`src/rtl/multi_channel_packetizer.sv`:
```
// multi_channel_packetizer
//
// Snapshots NUM_INPUTS channel words on each capture strobe into a
// DEPTH-entry snapshot FIFO and streams every snapshot out as one
// AXI-Stream packet. The packet is a header word followed by the
// enabled channels in ascending index order.
//
// Header layout: [31:24] ID, [23:16] sequence number, [15:0] number of
// enabled channels. Bits above 31 are zero. When ENDIAN_SWAP is set,
// the payload words are byte-reversed as they are written into the
// FIFO; the header is never swapped. WIDTH is assumed to be a multiple
// of 8 for the byte reversal.
//
// Ports:
//   clk, rst_n   clock and synchronous active-low reset
//   capture      snapshot strobe, sampled every cycle
//   d, ch_en     channel words and per-capture channel enable mask
//   tready       downstream ready
//   tdata, tvalid, tlast  AXI-Stream master outputs (registered)
//   busy         FIFO non-empty or packet in flight (registered)
//   overflow     one-cycle pulse after a capture dropped on a full FIFO
//   drop_count   saturating count of dropped captures
module multi_channel_packetizer #(
    parameter int unsigned NUM_INPUTS  = 16,
    parameter int unsigned WIDTH       = 32,
    parameter int unsigned DEPTH       = 4,
    parameter logic [7:0]  ID          = 8'h00,
    parameter bit          ENDIAN_SWAP = 1'b0
) (
    input  logic                              clk,
    input  logic                              rst_n,
    input  logic                              capture,
    input  logic [NUM_INPUTS-1:0][WIDTH-1:0]  d,
    input  logic [NUM_INPUTS-1:0]             ch_en,
    input  logic                              tready,
    output logic [WIDTH-1:0]                  tdata,
    output logic                              tvalid,
    output logic                              tlast,
    output logic                              busy,
    output logic                              overflow,
    output logic [15:0]                       drop_count
);

    localparam int unsigned AW = (DEPTH > 1) ? $clog2(DEPTH) : 1;
    localparam int unsigned CW = $clog2(DEPTH + 1);
    localparam int unsigned IW = (NUM_INPUTS > 1) ? $clog2(NUM_INPUTS) : 1;

    localparam logic [CW-1:0]         FULL_CNT = CW'(DEPTH);
    localparam logic [CW-1:0]         ONE_CNT  = CW'(1);
    localparam logic [AW-1:0]         LAST_PTR = AW'(DEPTH - 1);
    localparam logic [NUM_INPUTS-1:0] BIT0     = NUM_INPUTS'(1);

    typedef enum logic [1:0] {
        S_IDLE,
        S_HDR,
        S_DATA
    } state_t;

    // ------------------------------------------------------------------
    // Helper functions
    // ------------------------------------------------------------------
    function automatic logic [WIDTH-1:0] byte_swap(input logic [WIDTH-1:0] w);
        logic [WIDTH-1:0] r;
        r = w;
        for (int b = 0; b < int'(WIDTH / 8); b++) begin
            r[8*b +: 8] = w[int'(WIDTH) - 8 - 8*b +: 8];
        end
        return r;
    endfunction

    function automatic logic [15:0] popcount(input logic [NUM_INPUTS-1:0] m);
        logic [15:0] c;
        c = '0;
        for (int i = 0; i < int'(NUM_INPUTS); i++) begin
            c = c + 16'(m[i]);
        end
        return c;
    endfunction

    // Lowest set bit of the mask; zero when the mask is empty.
    function automatic logic [IW-1:0] first_set(input logic [NUM_INPUTS-1:0] m);
        logic [IW-1:0] idx;
        idx = '0;
        for (int i = int'(NUM_INPUTS) - 1; i >= 0; i--) begin
            if (m[i]) begin
                idx = IW'(i);
            end
        end
        return idx;
    endfunction

    function automatic logic [AW-1:0] ptr_inc(input logic [AW-1:0] p);
        return (p == LAST_PTR) ? '0 : p + 1'b1;
    endfunction

    function automatic logic [WIDTH-1:0] make_header(input logic [7:0]  s,
                                                     input logic [15:0] l);
        logic [WIDTH-1:0] h;
        h        = '0;
        h[31:0]  = {ID, s, l};
        return h;
    endfunction

    // ------------------------------------------------------------------
    // Snapshot FIFO storage (data only, not reset)
    // ------------------------------------------------------------------
    logic [NUM_INPUTS-1:0][WIDTH-1:0] data_mem [DEPTH];
    logic [NUM_INPUTS-1:0]            mask_mem [DEPTH];
    logic [7:0]                       seq_mem  [DEPTH];
    logic [15:0]                      len_mem  [DEPTH];

    logic [NUM_INPUTS-1:0][WIDTH-1:0] d_store;

    // ------------------------------------------------------------------
    // Control and output registers
    // ------------------------------------------------------------------
    state_t                 state_q,      state_d;
    logic [AW-1:0]          wr_ptr_q,     wr_ptr_d;
    logic [AW-1:0]          rd_ptr_q,     rd_ptr_d;
    logic [CW-1:0]          count_q,      count_d;
    logic [7:0]             seq_q,        seq_d;
    logic [WIDTH-1:0]       tdata_q,      tdata_d;
    logic                   tvalid_q,     tvalid_d;
    logic                   tlast_q,      tlast_d;
    logic [NUM_INPUTS-1:0]  rem_mask_q,   rem_mask_d;
    logic [IW-1:0]          nxt_idx_q,    nxt_idx_d;
    logic                   busy_q,       busy_d;
    logic                   overflow_q,   overflow_d;
    logic [15:0]            drop_count_q, drop_count_d;

    logic                   handshake;
    logic                   pop;
    logic                   full;
    logic                   accept;
    logic                   drop;
    logic [AW-1:0]          rd_ptr_nxt;
    logic                   load_hdr;
    logic [AW-1:0]          hdr_ptr;
    logic [NUM_INPUTS-1:0]  rem_after;

    always_comb begin
        for (int i = 0; i < int'(NUM_INPUTS); i++) begin
            d_store[i] = ENDIAN_SWAP ? byte_swap(d[i]) : d[i];
        end
    end

    // A full FIFO that is popped this cycle still has room for the capture.
    assign handshake  = tvalid_q & tready;
    assign pop        = handshake & tlast_q;
    assign full       = (count_q == FULL_CNT);
    assign accept     = capture & (~full | pop);
    assign drop       = capture & full & ~pop;
    assign rd_ptr_nxt = ptr_inc(rd_ptr_q);

    // The word after the current one is already known through nxt_idx_q,
    // so only one priority encode of the shrinking mask sits in each cycle.
    assign rem_after  = rem_mask_q & ~(BIT0 << nxt_idx_q);

    always_comb begin
        state_d      = state_q;
        wr_ptr_d     = accept ? ptr_inc(wr_ptr_q) : wr_ptr_q;
        rd_ptr_d     = pop ? rd_ptr_nxt : rd_ptr_q;
        count_d      = count_q + CW'(accept) - CW'(pop);
        seq_d        = capture ? seq_q + 8'd1 : seq_q;
        tdata_d      = tdata_q;
        tvalid_d     = tvalid_q;
        tlast_d      = tlast_q;
        rem_mask_d   = rem_mask_q;
        nxt_idx_d    = nxt_idx_q;
        overflow_d   = drop;
        drop_count_d = (drop && (drop_count_q != 16'hFFFF)) ? drop_count_q + 16'd1
                                                            : drop_count_q;
        load_hdr     = 1'b0;
        hdr_ptr      = rd_ptr_q;

        case (state_q)
            S_IDLE: begin
                if (count_q != '0) begin
                    load_hdr = 1'b1;
                    hdr_ptr  = rd_ptr_q;
                end
            end
            S_HDR, S_DATA: begin
                if (handshake) begin
                    if (tlast_q) begin
                        // Packet complete: chain straight into the next header
                        // when another snapshot is already stored.
                        if (count_q > ONE_CNT) begin
                            load_hdr = 1'b1;
                            hdr_ptr  = rd_ptr_nxt;
                        end else begin
                            state_d  = S_IDLE;
                            tvalid_d = 1'b0;
                            tlast_d  = 1'b0;
                        end
                    end else begin
                        state_d    = S_DATA;
                        tdata_d    = data_mem[rd_ptr_q][nxt_idx_q];
                        tlast_d    = (rem_after == '0);
                        rem_mask_d = rem_after;
                        nxt_idx_d  = first_set(rem_after);
                    end
                end
            end
            default: begin
                state_d  = S_IDLE;
                tvalid_d = 1'b0;
                tlast_d  = 1'b0;
            end
        endcase

        if (load_hdr) begin
            state_d    = S_HDR;
            tdata_d    = make_header(seq_mem[hdr_ptr], len_mem[hdr_ptr]);
            tvalid_d   = 1'b1;
            tlast_d    = (len_mem[hdr_ptr] == 16'd0);
            rem_mask_d = mask_mem[hdr_ptr];
            nxt_idx_d  = first_set(mask_mem[hdr_ptr]);
        end

        busy_d = (count_d != '0) || (state_d != S_IDLE);
    end

    // ------------------------------------------------------------------
    // FIFO write port
    // ------------------------------------------------------------------
    always_ff @(posedge clk) begin
        if (accept) begin
            data_mem[wr_ptr_q] <= d_store;
            mask_mem[wr_ptr_q] <= ch_en;
            seq_mem[wr_ptr_q]  <= seq_q;
            len_mem[wr_ptr_q]  <= popcount(ch_en);
        end
    end

    // ------------------------------------------------------------------
    // Register update
    // ------------------------------------------------------------------
    always_ff @(posedge clk) begin
        if (!rst_n) begin
            state_q      <= S_IDLE;
            wr_ptr_q     <= '0;
            rd_ptr_q     <= '0;
            count_q      <= '0;
            seq_q        <= '0;
            tdata_q      <= '0;
            tvalid_q     <= 1'b0;
            tlast_q      <= 1'b0;
            rem_mask_q   <= '0;
            nxt_idx_q    <= '0;
            busy_q       <= 1'b0;
            overflow_q   <= 1'b0;
            drop_count_q <= '0;
        end else begin
            state_q      <= state_d;
            wr_ptr_q     <= wr_ptr_d;
            rd_ptr_q     <= rd_ptr_d;
            count_q      <= count_d;
            seq_q        <= seq_d;
            tdata_q      <= tdata_d;
            tvalid_q     <= tvalid_d;
            tlast_q      <= tlast_d;
            rem_mask_q   <= rem_mask_d;
            nxt_idx_q    <= nxt_idx_d;
            busy_q       <= busy_d;
            overflow_q   <= overflow_d;
            drop_count_q <= drop_count_d;
        end
    end

    assign tdata      = tdata_q;
    assign tvalid     = tvalid_q;
    assign tlast      = tlast_q;
    assign busy       = busy_q;
    assign overflow   = overflow_q;
    assign drop_count = drop_count_q;

endmodule

```
`config.mk`:
```
export PLATFORM = sky130hd
export DESIGN_NAME = multi_channel_packetizer
export DESIGN_NICKNAME = d
export VERILOG_FILES = /design/src/rtl/multi_channel_packetizer.sv
export SDC_FILE = /design/constraint.sdc
export NUM_CORES = 2
export LEC_CHECK = 0
export CORE_MARGIN = 4
export CORE_UTILIZATION = 50
export CTS_CLUSTER_SIZE = 10
export DETAILED_ROUTE_END_ITERATION = 8
export PLACE_DENSITY = 0.8
export SETUP_SLACK_MARGIN = 0.5
export SYNTH_ARGS = -nofsm -noshare
export SYNTH_HDL_FRONTEND = slang
export SYNTH_SLANG_ARGS = --single-unit
```
`constraint.sdc`:
```
create_clock -name clk -period 35.5 [get_ports clk]
set_input_delay 3.55 -clock clk [delete_from_list [all_inputs] [get_ports clk]]
set_output_delay 3.55 -clock clk [all_outputs]
set_load 0.005 [all_outputs]
```
==> flow_summary.yaml <==
pwr:
  p_leak_nw: 31.94
  pwr_density_cell_mw_per_mm2: 66.01
  irDropWorstVdd_mv: 0.06076
  p_total_w: 0.006824
setup_path:
  r2r_setup_slack_ns: 29.96
  path_common_cell: "buf_4"
  path_delay_family: "buffers and inverters"
  cp-start-kind: "input pin"
  cp_max_fo: 66
  arrival_ns: 8.03
  worst-setup-path-type: "in2reg"
  path_cells: "clkdlybuf4s50_1, nand3_2, nand3_1, and3_4, buf_4, buf_4, buf_4"
  cp.buffers_inverters: 4
  critPathMaxStageDelay_ns: 0.93
  worstPathRequired_ns: 36.01
  r2r-end: "tdata[10]"
  end_kind: "flip-flop"
  r2r_cells: 9
  cp_slowest_cell: "buf_4"
clock_tree:
  clockBufferDepth: 4
  insertion_delay_ns: 0.92
  cts_hold_buffers: 0
  htreeDepth: 5
  postCtsSetupBuffers: 0
  cts_buffers: 279
  clk_pin_slew_ns: 0.05
  cts.sinks: 2255
  cts_root_buffer: "clkbuf_16"
  cts_tree: "yes"
  cts-resized-gates: 0
placed_design:
  place.gp.congestion: 0.8576
  place_hpwl_microns: 135700
  io_buffers: 583
  dp_slack_ns: 27.03
global_routing:
  grt_max_degree: 159
  overflow: 0
  grt_pass1_wl_microns: 322600
  antenna_found_initial: 127
  grt_pass1_vias: 45890
  grtUsageTotal_pct: 24.71
synthesis:
  yosys_warnings: 0
  syn-num-nets: 4520
  yosys_register_bits: 2255
  synth_top_area_share_pct: 74.40
  ys_top_cells_by_area: "edfxtp_1 (74%), mux4_2 (16%), dfxtp_1 (2.1%), nand2_1 (0.66%), mux2i_1 (0.64%)"
  synth_area_leader_cell: "edfxtp_1"
  synthTopCellsByCount: "edfxtp_1 (2164), mux4_2 (612), nand2_1 (154)"
  synth_edf_count: 2164
  yosysUniqueCellTypes: 77
  async_flop_share_pct: 0
  yosysMostFrequentCell: "edfxtp_1"
  synth_area_sq_mm: 0.08734
  synth_cells: 3959
  synth_ff_type: "edfxtp_1"
  postSynthAreaPerCell_sq_um: 22.06
  ys_seq_area_share_pct: 76.49
floorplanning:
  fp.dieArea_sq_mm: 0.1814
  ios: 584
  coreArea_sq_mm: 0.1738
  initial_core_util_pct: 50.25
  die_w_microns: 425.9
  fp.dieH_microns: 425.9
  rows: 153
timing:
  rsz0062_at_grt: "no"
  fmax_mhz: 132.9
  post-route-period-util_pct: 21.20
  slew_headroom_pct: 16.71
  hold_ws_ns: 0.4880
  worst_slack_ns: 27.97
  skew_ns: 0.07622
  setup_violations: 0
  slew_viol_final: 0
  finalSetupTns_ns: 0
  finalHoldViolCount: 0
  tightest_slew_ns: 1.249
  fin_crit_ns: 7.525
finish:
  drive_gt1_share_pct: 21.77
  layout.nets: 5240
  area_growth_pct: 18.35
drt:
  firstDrtPassIters: 6
  viasPerCell: 6.194
  wl_per_cell_microns: 31.60
  via_count: 44630
  drc_errors: 0
  ant_nets: 0
  wirelength_microns: 227700
  drt-initial-drc-count: 5454
worst_hold_path:
  holdPathEnd: "tdata[15]"
  whs_path_depth: 2
  hold_class: "reg2reg"
  min_from: "tdata[15]"
run:
  cap_violations: 0
status:
  status: "finished clean"
[sequential cells by signal (all words and copies together), names as in the netlist, 4 cells and up, named ones only]
name / count
tdata: 32
seq_q: 8
drop_count: 16
data_mem: 2048
nxt_idx_q: 4
len_mem: 20
rem_mask_q: 16
mask_mem: 64
seq_mem: 32
[where the power goes]
group,internal (W),switching [W],leakage [nW]
logic,0.000415,0.000655,7.69
clock network,0.00143,0.000989,3.64
registers,0.00323,0.000104,20.6
[logic make-up after synthesis]
logic type               synth area share (%)
adder cells (fa/ha/maj)                0.5100
AO/OA/AOI/OAI                           2.359
multiplexers                            16.85
flip-flops                              76.49
XOR/XNOR                               0.1805
buffers and inverters                   1.464
AND/OR/NAND/NOR                         2.149
[area by class of cell]
cell class	count	area (sq um)
fill	11910	70450
sequential	2255	66820
multi-input combinational	1459	19300
clock buffer	349	7361
timing repair buffer	646	6421
tap	2325	2909
antenna	116	290.3
inverter	38	145.1
clock inverter	17	118.9
[worst register-to-register path: cells and delay by family (launching register included)]
family,cells,cell delay (ns)
AND/OR/NAND/NOR,2,0.21
multiplexers,2,1.20
buffers and inverters,3,2.31
flip-flops,1,0.90
AO/OA/AOI/OAI,2,0.80
[worst max-delay path by stage]
stage,start,endpoint,slack (ns),depth (start not counted)
after global placement,tready,data_mem[0][85],27.07,7
after CTS,tready,data_mem[0][259],27.98,7
after detailed placement,tready,data_mem[0][85],27.03,7
final,tready,data_mem[0][85],27.97,7
after global routing,tready,data_mem[0][259],27.74,7
after floorplan,tready,data_mem[0][0],18.32,3
[placed cells by master (no fill, tap or decap), types with 13 or more instances in the layout]
master / synthesis / routed
clkbuf_16: 0 / 284
o211ai_1: 25 / 25
a221oi_1: 16 / 16
ha_1: 18 / 18
mux2i_1: 56 / 56
a211oi_1: 22 / 22
o22ai_1: 16 / 16
mux4_2: 612 / 612
edfxtp_1: 2164 / 2164
inv_1: 38 / 36
mux2_2: 33 / 33
nand2_1: 154 / 154
clkdlybuf4s50_1: 0 / 583
dfxtp_1: 91 / 85
nor2_1: 98 / 98
o21ai_0: 34 / 34
clkbuf_1: 76 / 64
buf_4: 36 / 54
a21oi_1: 96 / 95
nor3_1: 17 / 17
a31oi_1: 14 / 14
diode_2: 0 / 116
nand4_1: 13 / 13
nand3_1: 48 / 47
[routing by layer]
metal | GRT usage (%) | vias up | routed length [microns]
met4 | 17.39 | 14 | 16930
li1 | - | 18210 | -
met1 | 31.44 | 23180 | 81230
met5 | 0 | - | 92
met3 | 4.969 | 602 | 17680
met2 | 38.44 | 2617 | 111700
[per-stage QoR]
step / std cells / area [sq um] / util (%)
after detailed placement: 6723 / 95600 / 55.00
after global placement: 6723 / 95600 / 55.00
after floorplan: 3959 / 87340 / -
final: 7205 / 103400 / 59.47
after global routing: 7193 / 103300 / 59.45
after CTS: 7089 / 103100 / 59.30
Note: power is estimated with default switching activity, not from simulation.
